File: src/rtl/multi_clock_divider_pkg.sv
// Shared definitions for the multi-channel clock divider.
//   mode_e         : channel output mode (toggle square wave or pulse strobe)
//   DEFAULT_DIV_C  : divisor loaded at reset (1 Hz toggle from a 100 MHz clock)
//   ch_idx_w()     : width of the channel-select field, never narrower than 1
package multi_clock_divider_pkg;

  typedef enum logic {
    MODE_TOGGLE = 1'b0,
    MODE_PULSE  = 1'b1
  } mode_e;

  localparam int DEFAULT_DIV_C = 50_000_000;

  function automatic int ch_idx_w(input int num_ch);
    if (num_ch > 1) begin
      return $clog2(num_ch);
    end else begin
      return 1;
    end
  endfunction

endpackage

File: src/rtl/multi_clock_divider_channel.sv
// One divider channel: counter, active divisor/mode (and high time), a single
// pending-update slot, and registered divided_clk / tick outputs.
// Optional feature macro: CLKDIV_DUTY_EN (adds programmable PULSE high time).
// Ports:
//   clk, reset      system clock, synchronous active-low reset
//   enable          count enable (low freezes counter and output, tick low)
//   restart         phase-align: counter 0, outputs 0, pending applied now
//   wr_en           accepted config write for this channel
//   wr_div/wr_mode  new divisor / mode (wr_high with CLKDIV_DUTY_EN)
//   pending         update waiting for the next terminal count
//   divided_clk     registered divided output
//   tick            registered one-cycle terminal-count strobe
module clkdiv_channel
  import multi_clock_divider_pkg::*;
#(
  parameter int CNT_W       = 27,
  parameter int DEFAULT_DIV = DEFAULT_DIV_C
) (
  input  logic             clk,
  input  logic             reset,
  input  logic             enable,
  input  logic             restart,
  input  logic             wr_en,
  input  logic [CNT_W-1:0] wr_div,
  input  mode_e            wr_mode,
`ifdef CLKDIV_DUTY_EN
  input  logic [CNT_W-1:0] wr_high,
`endif
  output logic             pending,
  output logic             divided_clk,
  output logic             tick
);

  localparam logic [CNT_W-1:0] CNT_ZERO = {CNT_W{1'b0}};
  localparam logic [CNT_W-1:0] CNT_ONE  = {{(CNT_W-1){1'b0}}, 1'b1};
  localparam logic [CNT_W-1:0] DEF_DIV  = CNT_W'(DEFAULT_DIV);

  logic [CNT_W-1:0] count_r, div_r, pdiv_r;
  logic [CNT_W-1:0] count_s, div_s, pdiv_s;
  mode_e            mode_r, pmode_r, mode_s, pmode_s;
  logic             pend_r, pend_s, clk_r, clk_s, tick_r, tick_s;
  logic             terminal_s;
`ifdef CLKDIV_DUTY_EN
  logic [CNT_W-1:0] high_r, phigh_r, high_s, phigh_s;
`endif

  assign terminal_s  = enable && (div_r != CNT_ZERO) && (count_r == div_r - CNT_ONE);
  assign pending     = pend_r;
  assign divided_clk = clk_r;
  assign tick        = tick_r;

  // Next-state: restart > stopped channel > freeze > terminal > count.
  always_comb begin
    count_s = count_r;
    div_s   = div_r;
    mode_s  = mode_r;
    pend_s  = pend_r;
    pdiv_s  = pdiv_r;
    pmode_s = pmode_r;
    clk_s   = clk_r;
    tick_s  = 1'b0;
`ifdef CLKDIV_DUTY_EN
    high_s  = high_r;
    phigh_s = phigh_r;
`endif
    if (restart) begin
      count_s = CNT_ZERO;
      clk_s   = 1'b0;
      pend_s  = 1'b0;
      // A write on the restart edge wins over an older pending value.
      if (wr_en) begin
        div_s  = wr_div;
        mode_s = wr_mode;
`ifdef CLKDIV_DUTY_EN
        high_s = wr_high;
`endif
      end else if (pend_r) begin
        div_s  = pdiv_r;
        mode_s = pmode_r;
`ifdef CLKDIV_DUTY_EN
        high_s = phigh_r;
`endif
      end else begin
        div_s  = div_r;
      end
    end else begin
      if (div_r == CNT_ZERO) begin
        // Stopped channel: no terminal will ever come, so apply on any edge.
        count_s = CNT_ZERO;
        clk_s   = 1'b0;
        if (pend_r) begin
          div_s  = pdiv_r;
          mode_s = pmode_r;
`ifdef CLKDIV_DUTY_EN
          high_s = phigh_r;
`endif
          pend_s = 1'b0;
        end else begin
          pend_s = pend_r;
        end
      end else if (!enable) begin
        count_s = count_r;
      end else if (terminal_s) begin
        count_s = CNT_ZERO;
        tick_s  = 1'b1;
        if (pend_r) begin
          div_s  = pdiv_r;
          mode_s = pmode_r;
`ifdef CLKDIV_DUTY_EN
          high_s = phigh_r;
`endif
          pend_s = 1'b0;
        end else begin
          pend_s = pend_r;
        end
        if (pend_r && (pmode_r != mode_r)) begin
          clk_s = 1'b0;
        end else if (mode_s == MODE_TOGGLE) begin
          clk_s = ~clk_r;
        end else begin
`ifdef CLKDIV_DUTY_EN
          clk_s = (count_s < high_s);
`else
          clk_s = 1'b1;
`endif
        end
      end else begin
        count_s = count_r + CNT_ONE;
        if (mode_r == MODE_TOGGLE) begin
          clk_s = clk_r;
        end else begin
`ifdef CLKDIV_DUTY_EN
          clk_s = (count_s < high_r);
`else
          clk_s = 1'b0;
`endif
        end
      end
      // The top only asserts wr_en when the slot is empty.
      if (wr_en) begin
        pdiv_s  = wr_div;
        pmode_s = wr_mode;
`ifdef CLKDIV_DUTY_EN
        phigh_s = wr_high;
`endif
        pend_s  = 1'b1;
      end else begin
        pdiv_s  = pdiv_r;
      end
    end
  end

  // State and output registers with synchronous active-low reset.
  always_ff @(posedge clk) begin
    if (!reset) begin
      count_r <= CNT_ZERO;
      div_r   <= DEF_DIV;
      mode_r  <= MODE_TOGGLE;
      pend_r  <= 1'b0;
      pdiv_r  <= DEF_DIV;
      pmode_r <= MODE_TOGGLE;
      clk_r   <= 1'b0;
      tick_r  <= 1'b0;
`ifdef CLKDIV_DUTY_EN
      high_r  <= CNT_ONE;
      phigh_r <= CNT_ONE;
`endif
    end else begin
      count_r <= count_s;
      div_r   <= div_s;
      mode_r  <= mode_s;
      pend_r  <= pend_s;
      pdiv_r  <= pdiv_s;
      pmode_r <= pmode_s;
      clk_r   <= clk_s;
      tick_r  <= tick_s;
`ifdef CLKDIV_DUTY_EN
      high_r  <= high_s;
      phigh_r <= phigh_s;
`endif
    end
  end

endmodule

File: src/rtl/multi_clock_divider.sv
// NUM_CH independent run-time programmable integer clock dividers.
// Optional feature macro: CLKDIV_DUTY_EN (cfg_high port, PULSE high time).
// Ports:
//   clk, reset     system clock, synchronous active-low reset
//   enable         global count enable
//   restart        phase-align all channels
//   cfg_valid/cfg_ready  config handshake; ready reflects cfg_ch's pending slot
//   cfg_ch         target channel (out-of-range: accepted and dropped)
//   cfg_div        new divisor (0 stops the channel)
//   cfg_mode       0 = TOGGLE, 1 = PULSE
//   cfg_high       PULSE high time (CLKDIV_DUTY_EN only)
//   divided_clk    per-channel divided outputs (registered)
//   tick           per-channel terminal strobes (registered)
module multi_clock_divider
  import multi_clock_divider_pkg::*;
#(
  parameter int NUM_CH      = 4,
  parameter int CNT_W       = 27,
  parameter int DEFAULT_DIV = DEFAULT_DIV_C
) (
  input  logic                          clk,
  input  logic                          reset,
  input  logic                          enable,
  input  logic                          restart,
  input  logic                          cfg_valid,
  output logic                          cfg_ready,
  input  logic [ch_idx_w(NUM_CH)-1:0]   cfg_ch,
  input  logic [CNT_W-1:0]              cfg_div,
  input  logic                          cfg_mode,
`ifdef CLKDIV_DUTY_EN
  input  logic [CNT_W-1:0]              cfg_high,
`endif
  output logic [NUM_CH-1:0]             divided_clk,
  output logic [NUM_CH-1:0]             tick
);

  logic [NUM_CH-1:0] hit_s;
  logic [NUM_CH-1:0] pend_s;
  logic [NUM_CH-1:0] wr_en_s;
  logic              accept_s;

  // One-hot decode of cfg_ch; an out-of-range index selects no channel.
  always_comb begin
    hit_s = {NUM_CH{1'b0}};
    for (int i = 0; i < NUM_CH; i++) begin
      hit_s[i] = (int'(cfg_ch) == i);
    end
  end

  assign cfg_ready = ~|(pend_s & hit_s);
  assign accept_s  = cfg_valid && cfg_ready;
  assign wr_en_s   = hit_s & {NUM_CH{accept_s}};

  for (genvar g = 0; g < NUM_CH; g++) begin : g_ch
    clkdiv_channel #(
      .CNT_W       (CNT_W),
      .DEFAULT_DIV (DEFAULT_DIV)
    ) u_ch (
      .clk         (clk),
      .reset       (reset),
      .enable      (enable),
      .restart     (restart),
      .wr_en       (wr_en_s[g]),
      .wr_div      (cfg_div),
      .wr_mode     (mode_e'(cfg_mode)),
`ifdef CLKDIV_DUTY_EN
      .wr_high     (cfg_high),
`endif
      .pending     (pend_s[g]),
      .divided_clk (divided_clk[g]),
      .tick        (tick[g])
    );
  end

endmodule

File: config.mk
export PLATFORM = sky130hd
export DESIGN_NAME = multi_clock_divider
export DESIGN_NICKNAME = d
export VERILOG_FILES = /design/src/rtl/multi_clock_divider_pkg.sv /design/src/rtl/multi_clock_divider_channel.sv /design/src/rtl/multi_clock_divider.sv
export SDC_FILE = /design/constraint.sdc
export NUM_CORES = 1
export LEC_CHECK = 0
export CAP_MARGIN = 30
export CORE_MARGIN = 4
export CORE_UTILIZATION = 60
export DETAILED_ROUTE_END_ITERATION = 6
export GPL_TIMING_DRIVEN = 0
export PLACE_DENSITY = 0.74
export SETUP_SLACK_MARGIN = 0.15
export SLEW_MARGIN = 20
export SYNTH_ARGS = -nofsm -noshare
export SYNTH_HDL_FRONTEND = slang
export SYNTH_SLANG_ARGS = --single-unit
File: constraint.sdc
create_clock -name clk -period 4.4 [get_ports clk]
set_clock_uncertainty 0.1 [all_clocks]
set_input_delay 0.88 -clock clk [delete_from_list [all_inputs] [get_ports clk]]
set_output_delay 0.88 -clock clk [all_outputs]
set_load 0.02 [all_outputs]
* Word-level counts from Yosys, hierarchy flattened
Cells that the tools add are included.
** Cells by class
- Add/sub/neg operators :: 8
- Eq/ne operators :: 11
- Multiplexer cells :: 104
- Bitwise logic cells :: 9
- Reduce and logical (&&, ||, !) cells :: 69
** Operators by type and width (count)
- 27-bit 2-to-1 mux :: 28
- 27-bit by 1-bit adder with 27-bit output, second input constant :: 4
- 27-bit == test :: 4
- 27-bit logical NOT :: 4
- 27-bit nonzero test :: 4
- 27-bit by 1-bit subtractor with 27-bit output, second input constant :: 4
- 1-bit 2-to-1 mux :: 76
- 3-bit nonzero test :: 16
- 2-bit AND reduction :: 16
- 4-bit OR reduction :: 5
- 1-bit logical AND :: 13
- 3-bit OR reduction :: 4
- 4-bit bitwise AND :: 2
- 2-bit nonzero test :: 4
- 1-bit inverter :: 7
- 2-bit == test, second input constant :: 2
- 1-bit != test :: 4
- 2-bit by 1-bit == test with 1-bit output, second input constant :: 1
- 2-bit logical NOT :: 1
- 2-bit OR reduction :: 1
- 1-bit logical NOT :: 1
** Storage, ports and cells
- Flip-flop bits (word level) :: 344
- Input port bits :: 35
- Output and inout port bits :: 9
- Logic and storage cells :: 233

* Logic depth before layout (Yosys ltp)
Gate-level depths: netlist of the first run.
- Depth after elaboration :: 11
- Gate-level depth with buffers :: 14
- Depth with buffers taken out :: 11

* Modules after synthesis
Synthesis of the first run repeated with hierarchy kept, for this count alone.
** Second synthesis, totals
- Cell total of the unflattened synthesis :: 2631
- Area, all modules :: 20566.0 um^2
** By module, submodules not included
- clkdiv_channel :: instances 4, cells each 656, area each 5126.2 um^2, seq. area each 1721.7 um^2
- multi_clock_divider :: instances 1, cells each 7, area each 61.3 um^2, seq. area each 0.0 um^2

* Least setup slack after synthesis of the first run
No wires, ideal clock.
- Path type :: register to register
- Start :: register g_ch[1].u_ch.div_r[9]
- End :: register g_ch[1].u_ch.clk_r
- Library setup time :: 0.115 ns
- Data arrival time :: 3.127 ns
- Data required time :: 4.185 ns
- Setup slack :: 1.057 ns
- Stages on the path, launching flop included :: 10
- Buffers on the path :: 0
- Period minus slack after synthesis :: 3.343 ns
- Path through :: dfxtp_1 > nor4_1 > nand4_1 > nor3_1 > mux2_2 > nor4_1 > and4b_1 > nand2_1 > or4b_1 > and3_1
** Between the ends
- Longest elaborated chain between the ends :: 5
- Elaborated cells on any way between the ends :: 10
- Those cells by class :: 1 x add/sub; 1 x eq/ne; 1 x mux; 7 x reduce/logical
** RTL lines
- from (decl) :: line multi_clock_divider_channel.sv:38 : logic [CNT_W-1:0] count_r, div_r, pdiv_r;
- from (signal assigned) :: line multi_clock_divider_channel.sv:170 : div_r <= div_s;
- 27-bit by 1-bit subtractor with 27-bit output / 27-bit nonzero test (equally long branches) :: line multi_clock_divider_channel.sv:47 : assign terminal_s = enable && (div_r != CNT_ZERO) && (count_r == div_r - CNT_ONE);
- 27-bit == test / 1-bit logical AND (equally long branches) :: line multi_clock_divider_channel.sv:47
- 1-bit logical AND :: line multi_clock_divider_channel.sv:47
- 2-bit nonzero test (no line)
- 2-bit AND reduction (no line)
- to (signal assigned) :: line multi_clock_divider_channel.sv:175 : clk_r <= clk_s;
- to (decl) :: line multi_clock_divider_channel.sv:41 : logic pend_r, pend_s, clk_r, clk_s, tick_r, tick_s;
Parallel ways exist; a longest one is shown, timed or not.
A chain may end at the register's enable or synchronous reset.

* Worst setup path in the final report of the first run
- Start :: register g_ch[2].u_ch.div_r[7]
- End :: register g_ch[2].u_ch.div_r[23]
** Between the ends
- Longest elaborated chain between the ends :: 5
- Elaborated cells on any way between the ends :: 11
- Those cells by class :: 1 x add/sub; 1 x eq/ne; 2 x mux; 7 x reduce/logical
** RTL lines (line)
- from (decl) :: multi_clock_divider_channel.sv:38
- from (signal assigned) :: multi_clock_divider_channel.sv:170
- 27-bit by 1-bit subtractor with 27-bit output / 27-bit nonzero test (equally long branches) :: multi_clock_divider_channel.sv:47
- 27-bit == test / 1-bit logical AND (equally long branches) :: multi_clock_divider_channel.sv:47
- 1-bit logical AND :: multi_clock_divider_channel.sv:47
- 3-bit nonzero test (no line)
- 2-bit AND reduction (no line)
Parallel ways exist; a longest one is shown, timed or not.

==> metrics list, run 1 <==
- In the final design database the tool counted between 2000 and 2500 nets.
- Int Pwr: ~5400 uW
- Total net switching power: approximately 1800 uW
- In the synthesized netlist, mux cells make up under 10% of the area.
- Setup repair after global routing missed its margin: no
- In the synthesized netlist the dominant register cell turns out to be sky130_fd_sc_hd__dfxtp_1.
- Nets in the synthesized netlist: roughly 2400
* Number of enable-type register cells in the synthesized netlist: 0
- In the synthesized netlist the async set-or-reset flop fraction comes to 0%.
* Top cell type's share of synthesized area: between 30% and 40%
- The routed design could run at a clock period as short as 3.96 ns.
- Final worst path period share: between 90% and 100%
- The tree is rooted in a sky130_fd_sc_hd__clkbuf_16.
- For this design the top-level I/O count stands at 44.
* Clock latency of the later-clocked register in the worst-skew pair: about 0.54 ns
- The worst setup path is of the reg -> reg kind.
- Dividing the detail-routed wire length by the instance count gives about 19 um.
- Compound-gate portion of the synthesized area: between 10 and 15%
- The floorplan step set the die height to 185 um.
- CTS HTree Levels: 2
- Among all cell types in the netlist, the one instantiated most often is sky130_fd_sc_hd__nand2_1.
- Cts hold-fix bufs: 0
- Global routing finished with a remaining overflow of 0.
- Worst path arrival time: between 4 and 5 ns
- The final max-slew violation count was 0.
* Sort of element at the start of the critical path: flip-flop
* Kind of path behind the tightest hold check: reg -> reg
* Part of the power in the clock network: a little under half
- Final WL: around 54000 um
- Adder-cell area share of the yosys netlist: 0.795%
- The number of different library cells used by synthesis comes to ~80.
* Worst hold start: g_ch[3].u_ch.pdiv_r[0]$_SDFFE_PN0P_
* Switching Share: ~25%
* Die boundary width: about 190 um
* Share of post-route cells with drive strength above 1: a little under 6%
* Wire length of the first global-routing pass: between 80000 and 90000 um
- Placed wire-length estimate: about 40000 um
- Using the TritonRoute via totals, the vias-per-cell ratio works out to between 6 and 7.
- In this run the mean area of a mapped cell was between 7 and 8 um^2.
- Headroom to the max-slew limit: between 20 and 30%
- In the global route stage, overall resource usage came out at between 30% and 40%.
- Number of sinks driven by the clock tree: 344
* Pre-antenna DRT Iters: 7
- Summed over all failing endpoints, the final setup total negative slack is 0 ns.
- Nature of the critical path endpoint: flip-flop
- Most numerous cell types in the synthesized netlist: 401 x sky130_fd_sc_hd__nand2_1, 344 x sky130_fd_sc_hd__dfxtp_1, 231 x sky130_fd_sc_hd__nor2_1
- Maximum number of pins on one net before global-route repair: 14
* Violation count after the first detailed-routing iteration: 1591
- Share of the synthesized netlist area taken by xor and xnor gates: between 10% and 20%
* Signed area change from the synthesized netlist to the final layout: 10.6%
- The via count of the first global-routing pass is roughly 16000.
* Maximum number of buffers from clock root to sink: 3
- For hold timing, the worst endpoint is g_ch[3].u_ch.pdiv_r[0]$_SDFFE_PN0P_.
- Final GP Congestion: between 0.9 and 1
- The biggest area contributor in the post-synthesis netlist is sky130_fd_sc_hd__dfxtp_1.
* Largest cells by area after synthesis: sky130_fd_sc_hd__dfxtp_1 36%, sky130_fd_sc_hd__nand2_1 8.0%, sky130_fd_sc_hd__xor2_1 5.7%
- Netlist area before placement: around 19000 um^2
* R2R Setup Slk: approximately 0.44 ns
- Status: finished, final reports clean
- Synthesis produced a netlist whose cell count is approximately 2400.
- On the final layout, the worst hold slack is approximately 0.36 ns.
- CTS tree: built
- Reg-to-reg critical path endpoint: g_ch[2].u_ch.div_r[23]$_SDFFE_PN1P_
- Clock-pin slew was measured on the worst setup and hold paths at 0.06 ns.
* DRC violations left: 0
- Slew of the pin with the lowest slew margin: approximately 1.1 ns
- Yosys Warn Count: 0
- Largest family of logic cells by synthesized area: simple AND/OR/NAND/NOR gates
- Sequential fraction of design power: approximately 45%
* Number of endpoints failing setup at the final stage: 0
- In this run the power density over the cells is between 300 and 400 nW/um^2.
- Of all nets on the critical path, the largest fanout is 10.
* Data required time of the worst path: 4.70 ns
- DR WL met2: between 20000 and 25000 um
- FF-to-FF path depth: 11
* Remaining number of nets flagged by the antenna check after routing: 0
- Number of buffers created by CTS: 39
* Leakage: ~0.0074 uW
- Detailed routing placed a total of about 4000 um of wire on met3.
- Number of port buffers: 12
- Highest achievable clock rate: 0.252 GHz
* Top layer used by detailed routing: met5
- After synthesis the netlist holds a flip-flop and latch count of around 340.
* Area share of and/or/nand/nor cells after synthesis: between 20% and 30%
- Routed length on met1: roughly 24000 um
- Counting instances, the worst hold path has a depth of 2.
- Across the run, the number of max-cap violations was 0.
- In this run the critical register-to-register path is launched from g_ch[2].u_ch.div_r[7]$_SDFFE_PN1P_.
- IR analysis of the VDD net gives a maximum drop of roughly 0.3 mV.
* Fillcell total: 2618
- Final-report hold violation count: 0
* Std-Cell Core Area: ~31000 um^2
- Antenna violations before repair: 4
- The routed layout has about 18000 vias.
* Fraction of the yosys area taken by sequential cells: around 36%
- Once the floorplan was initialized, standard cells occupied about three fifths of the core.
- The initialized floorplan defines 64 standard-cell rows.
- Area of the die: 34400 um^2
- Logic gate share of total power: 9.3%
## cells by family after synthesis
group / count (synthesis)
buffers and inverters: 234
AOI/OAI and AO/OA: 408
DFF: 344
and+or+nand+nor: 1070
muxes: 91
adders and majority gates: 12
xor gates and xnor gates: 227
## power groups by stage
stage | combinational, uW | sequential, uW | clock, uW
after floorplan | 469 | 3300 | 0
after global placement | 635 | 3320 | 0
after detailed placement | 652 | 3330 | 0
after CTS | 658 | 3260 | 3340
after global routing | 731 | 3270 | 3470
final | 676 | 3260 | 3320
## area by class of cell
| class | instances | area [um^2] | share of cell area (%) |
|---|---|---|---|
| clock inverters | 13 | 150 | 0.719 |
| clock buffers | 56 | 1150 | 5.52 |
| plain buffers | 194 | 846 | 4.05 |
| repair buffers | 15 | 138 | 0.659 |
| well taps | 396 | 495 | 2.37 |
| flip-flops and latches | 344 | 6890 | 33.0 |
| diodes | 3 | 7.51 | 0.0359 |
| inverters | 40 | 150 | 0.719 |
| multi-input cells | 1808 | 11100 | 53.0 |
## worst max-delay path by stage
stage,from,to
6_report,g_ch[2].u_ch.div_r[7]$_SDFFE_PN1P_,g_ch[2].u_ch.div_r[23]$_SDFFE_PN1P_
4_1_cts,g_ch[1].u_ch.div_r[2]$_SDFFE_PN0P_,g_ch[1].u_ch.div_r[11]$_SDFFE_PN0P_
3_3_place_gp,enable,g_ch[2].u_ch.count_r[25]$_SDFFE_PP0P_
3_5_place_dp,enable,g_ch[2].u_ch.count_r[25]$_SDFFE_PP0P_
5_1_grt,g_ch[2].u_ch.div_r[7]$_SDFFE_PN1P_,g_ch[2].u_ch.div_r[23]$_SDFFE_PN1P_
2_1_floorplan,g_ch[1].u_ch.div_r[9]$_SDFFE_PN0P_,g_ch[1].u_ch.divided_clk$_SDFFE_PP0P_
## flip-flops by register name, summed over array words and instances, names as in the netlist
signal and count:
g_ch.u_ch.mode_r 4, g_ch.u_ch.count_r 108, g_ch.u_ch.div_r 108, g_ch.u_ch.pending 4
g_ch.u_ch.tick 4, g_ch.u_ch.pdiv_r 108, g_ch.u_ch.divided_clk 4, g_ch.u_ch.pmode_r 4
## layout by cell type (no fill, tap or decap), types with 9 or more instances in the layout
cell | netlist | routed
sky130_fd_sc_hd__nand4b_1 | 9 | 9
sky130_fd_sc_hd__clkbuf_16 | 0 | 41
sky130_fd_sc_hd__o211ai_1 | 55 | 55
sky130_fd_sc_hd__nor4_1 | 27 | 24
sky130_fd_sc_hd__nor2_1 | 231 | 231
sky130_fd_sc_hd__xnor2_1 | 103 | 103
sky130_fd_sc_hd__o22a_1 | 34 | 34
sky130_fd_sc_hd__or4_1 | 9 | 9
sky130_fd_sc_hd__inv_1 | 38 | 38
sky130_fd_sc_hd__o221ai_1 | 32 | 32
sky130_fd_sc_hd__nor2b_1 | 17 | 17
sky130_fd_sc_hd__nand2_1 | 401 | 401
sky130_fd_sc_hd__mux2i_1 | 88 | 88
sky130_fd_sc_hd__nand2b_1 | 27 | 27
sky130_fd_sc_hd__nor3b_1 | 10 | 10
sky130_fd_sc_hd__clkbuf_2 | 14 | 14
sky130_fd_sc_hd__a21oi_1 | 128 | 128
sky130_fd_sc_hd__nor3_1 | 60 | 58
sky130_fd_sc_hd__nand3_1 | 112 | 112
sky130_fd_sc_hd__a31oi_1 | 14 | 14
sky130_fd_sc_hd__buf_2 | 10 | 12
sky130_fd_sc_hd__nand3b_1 | 12 | 12
sky130_fd_sc_hd__nand4_1 | 51 | 51
sky130_fd_sc_hd__ha_1 | 12 | 12
sky130_fd_sc_hd__o21ai_0 | 47 | 47
sky130_fd_sc_hd__or3_1 | 18 | 18
sky130_fd_sc_hd__a2bb2oi_1 | 16 | 16
sky130_fd_sc_hd__o31ai_1 | 9 | 9
sky130_fd_sc_hd__dfxtp_1 | 344 | 344
sky130_fd_sc_hd__nor4b_1 | 11 | 10
sky130_fd_sc_hd__buf_4 | 11 | 12
sky130_fd_sc_hd__xor2_1 | 123 | 123
sky130_fd_sc_hd__clkdlybuf4s50_1 | 0 | 12
sky130_fd_sc_hd__and3_1 | 21 | 21
sky130_fd_sc_hd__clkbuf_1 | 146 | 154
sky130_fd_sc_hd__o2111ai_1 | 21 | 21
## repair_timing
item	in CTS	in global routing
buffers inserted	0	0
gates resized for setup	1	6
hold endpoints to repair	0	0
setup endpoints to repair	5	63
## metrics by stage
stage                     instance area, um^2  worst slack [ns]  utilization, %  cells  total power, uW
final                                   20900             0.435            67.8   2869             7260
after global routing                    20900             0.209            67.7   2868             7470
after CTS                               20800             0.269            67.6   2866             7260
after detailed placement                19500             0.104            63.4   2797             3980
after global placement                  19500            0.0735            63.3   2794             3960
after floorplan                         18900              1.06               -   2386             3770
## worst max-delay path: stages (launching register included)
cell                       delay, ns
sky130_fd_sc_hd__dfxtp_1        0.34
sky130_fd_sc_hd__clkbuf_1       0.26
sky130_fd_sc_hd__nor4_1         0.65
sky130_fd_sc_hd__nand4_1        0.34
sky130_fd_sc_hd__o41ai_1        0.59
sky130_fd_sc_hd__nand4_1        0.16
sky130_fd_sc_hd__a21o_1         0.18
sky130_fd_sc_hd__or4_4          0.57
sky130_fd_sc_hd__nand2_4        0.17
sky130_fd_sc_hd__buf_6          0.19
sky130_fd_sc_hd__mux2i_1        0.21
sky130_fd_sc_hd__nand2_1        0.07
## routing by layer
layer / global-route usage [%] / up-vias
met5: 0 / -
met4: 14.1 / 2
met3: 4.24 / 141
met2: 49.2 / 692
met1: 42.5 / 8300
li1: - / 8497
Note: power is estimated with default switching activity, not from simulation.
==> run 2: changes to the inputs <==
--- a/config.mk
+++ b/config.mk
@@ -11,6 +11,7 @@
 export DETAILED_ROUTE_END_ITERATION = 6
 export GPL_TIMING_DRIVEN = 0
 export PLACE_DENSITY = 0.74
+export REMOVE_ABC_BUFFERS = 1
 export SETUP_SLACK_MARGIN = 0.15
 export SLEW_MARGIN = 20
 export SYNTH_ARGS = -nofsm -noshare
==> metrics list, run 2 (same netlist as run 1, synthesis figures left out) <==
- Worst r2r src: g_ch[3].u_ch.div_r[3]$_SDFFE_PN0P_
* Cell row count: between 60 and 70
- The area growth from synthesis to layout is 9.75%.
- Minimum setup slack after placement: -0.252 ns
- Peak ir drop on the vdd network: ~0.3 mV
* Number of endpoints failing setup at the final stage: 0
* Crit path time final: a little under 4 ns
- STA classifies the critical path startpoint as a flip-flop.
- After routing, the total negative slack on setup checks comes to 0 ns.
- Clock latency of the later-clocked register in the worst-skew pair: 0.53 ns
* End point of the critical path: g_ch[3].u_ch.count_r[15]$_SDFFE_PP0P_
- After global routing the overflow that remains totals 0.
* Die Ht: 185 um
- Worst path arrival time: around 4.3 ns
- Final GP Congestion: about 0.9
- The number of cells on the worst reg-to-reg path is 10.
- Placed wire-length estimate: approximately 34000 um
- Area of the die: approximately 34000 um^2
- Violation count after the first detailed-routing iteration: ~1300
* Setup repair after global routing missed its margin: no
- Classification of the worst setup path: reg -> reg
- Setup slack on the critical path of the routed design comes to between 0.4 and 0.5 ns.
- In this run the worst path has a maximum fanout of 20.
* Status: finished, final reports clean
* Reg-to-reg critical path endpoint: g_ch[3].u_ch.count_r[15]$_SDFFE_PP0P_
- Fraction of the core area covered by cells at the end of the flow: between 60% and 70%
* Number of buffers created by CTS: 38
- Std-Cell Core Area: 30800 um^2
* Number of pins exceeding their max-slew limit in the final report: 0
- The hold violation total from the final report is 0.
* Headroom to the max-slew limit: about a third
- Kind of path behind the tightest hold check: reg -> reg
* Maximum number of pins on one net before global-route repair: 97
- Maximum number of buffers from clock root to sink: 3
- The setup check on the worst reg-to-reg path leaves a slack of about 0.44 ns.
- At the worst endpoint, the required time is about 4.7 ns.
* Highest achievable clock rate: 0.252 GHz
* Die boundary width: about 190 um
- The initial antenna violation count is 0.
* Most frequent standard cell in the layout excluding fill and tap cells: sky130_fd_sc_hd__nand2_1
- For this configuration, the core starts out at a cell density of roughly three fifths.
* Number of sinks driven by the clock tree: approximately 340
- The H-tree generated during clock tree synthesis spans 2 levels.
- Number of diodes: 0
- Leakage: 0.00733 uW
* Cell chosen for the clock root: sky130_fd_sc_hd__clkbuf_16
- CTS tree: built
- Max-capacitance violation count: 0
* Via count of the first global-routing pass: 15966
* Reg clk slew, reported paths: about 0.060 ns
* Wire length of the first global-routing pass: between 80000 and 90000 um
* Net count reported at finish: 2345
- Fillcell total: roughly 2600
- Slew of the pin with the lowest slew margin: 0.977 ns
- Across every metal layer, demand over resource in global routing totals approximately 29%.
- In the final routed layout, each cell accounts on average for between 15 and 20 um.
* Nature of the critical path endpoint: flip-flop
* Sum of internal, switching and leakage power: around 7500 uW
- Final worst path period share: about nine tenths
- Biggest registers after layout: g_ch.u_ch.count_r x108, g_ch.u_ch.div_r x108, g_ch.u_ch.pdiv_r x108
* Total vias in the final route: about 17000
- Io pins: 44
- In this run the remaining antenna-violating nets after routing total 0.
- In the routed layout, each cell is associated on average with a via count of about 6.2.
- Power per standard cell area: about 360 nW/um^2
- DRC violations left: 0
- The number of hold buffers added after CTS was 0.
- The final layout contains routed wiring with a total length of between 50000 and 60000 um.
* Share of post-route cells with drive strength above 1: around 5.7%
* Number of port buffers: between 40 and 50
- In this run the worst setup path begins at g_ch[3].u_ch.div_r[3]$_SDFFE_PN0P_.
- Before antenna repair, the detailed router went through 5 iterations.
- Commonest cells after routing, fill and taps aside: 398 x sky130_fd_sc_hd__nand2_1, 342 x sky130_fd_sc_hd__dfxtp_1, 230 x sky130_fd_sc_hd__nor2_1, 128 x sky130_fd_sc_hd__a21oi_1, 123 x sky130_fd_sc_hd__xor2_1
==> run 2: cell count changes in the layout (fill, tap and decap cells not counted), sizes merged, moves of 2 or more <==
cell,previous run,this run
clkbuf,216,54
clkinv,10,8
diode,3,0
clkdlybuf4s50,12,41
bufinv,3,8
buf,37,24
==> run 2: worst min-delay path by stage <==
stage | slack, ns | depth (start not counted) | endpoint | start
after floorplan | 0.34 | 2 | g_ch[2].u_ch.pdiv_r[10]$_SDFFE_PN0P_ | g_ch[2].u_ch.pdiv_r[10]$_SDFFE_PN0P_
after global placement | 0.34 | 2 | g_ch[2].u_ch.pdiv_r[24]$_SDFFE_PN0P_ | g_ch[2].u_ch.pdiv_r[24]$_SDFFE_PN0P_
after detailed placement | 0.35 | 2 | g_ch[1].u_ch.pdiv_r[8]$_SDFFE_PN0P_ | g_ch[1].u_ch.pdiv_r[8]$_SDFFE_PN0P_
after CTS | 0.35 | 2 | g_ch[1].u_ch.pdiv_r[8]$_SDFFE_PN0P_ | g_ch[1].u_ch.pdiv_r[8]$_SDFFE_PN0P_
after global routing | 0.37 | 2 | g_ch[0].u_ch.pdiv_r[10]$_SDFFE_PN0P_ | g_ch[0].u_ch.pdiv_r[10]$_SDFFE_PN0P_
final | 0.35 | 2 | g_ch[2].u_ch.pdiv_r[8]$_SDFFE_PN0P_ | g_ch[2].u_ch.pdiv_r[8]$_SDFFE_PN0P_
==> run 2: timing repair <==
action | 4_1_cts | 5_1_grt
endpoints found under the hold margin | 0 | 0
endpoints found under the setup margin | 12 | 64
gates cloned | 0 | 0
resized for setup | 0 | 4
pin swaps | 1 | 0
buffers inserted | 1 | 0
==> run 2: metrics by stage <==
stage	cells	instance area [um^2]	hold WS (ns)
2_1_floorplan	2192	18000	0.336
3_3_place_gp	2631	19000	0.341
3_5_place_dp	2649	19300	0.347
4_1_cts	2718	20700	0.355
5_1_grt	2722	20700	0.373
6_report	2722	20700	0.353
==> run 2: worst max-delay path, stage by stage, from the launching register on <==
cell                       delay [ns]
sky130_fd_sc_hd__dfxtp_1         0.40
sky130_fd_sc_hd__nor4_4          0.52
sky130_fd_sc_hd__nand2_2         0.19
sky130_fd_sc_hd__or4_4           0.47
sky130_fd_sc_hd__a2111o_1        0.29
sky130_fd_sc_hd__o311ai_1        0.10
sky130_fd_sc_hd__o22ai_1         0.15
sky130_fd_sc_hd__or4_1           0.90
sky130_fd_sc_hd__nand3_1         0.41
sky130_fd_sc_hd__buf_6           0.24
sky130_fd_sc_hd__nor2_1          0.07
==> run 2: cell type report <==
class	count	area, um^2	share of cell area (%)
multi-input combinational	1808	11100	53.5
clock inverter	15	285	1.38
tap	396	495	2.39
sequential	344	6890	33.2
inverter	40	153	0.736
timing repair buffer	66	716	3.45
clock buffer	53	1110	5.36
==> run 2: metal layers <==
layer  GRT usage, %  share of wire [%]
met1           39.1                 44
met2           47.7                 47
met3           3.83                6.7
met4           7.78                2.5
met5              0                  0
==> run 2: power breakdown <==
group	internal [uW]	switching [uW]	leakage, uW
sequential	3190	94.2	0.00279
combinational	238	404	0.00386
clock	2240	1310	0.000681
total	5660	1800	0.00733
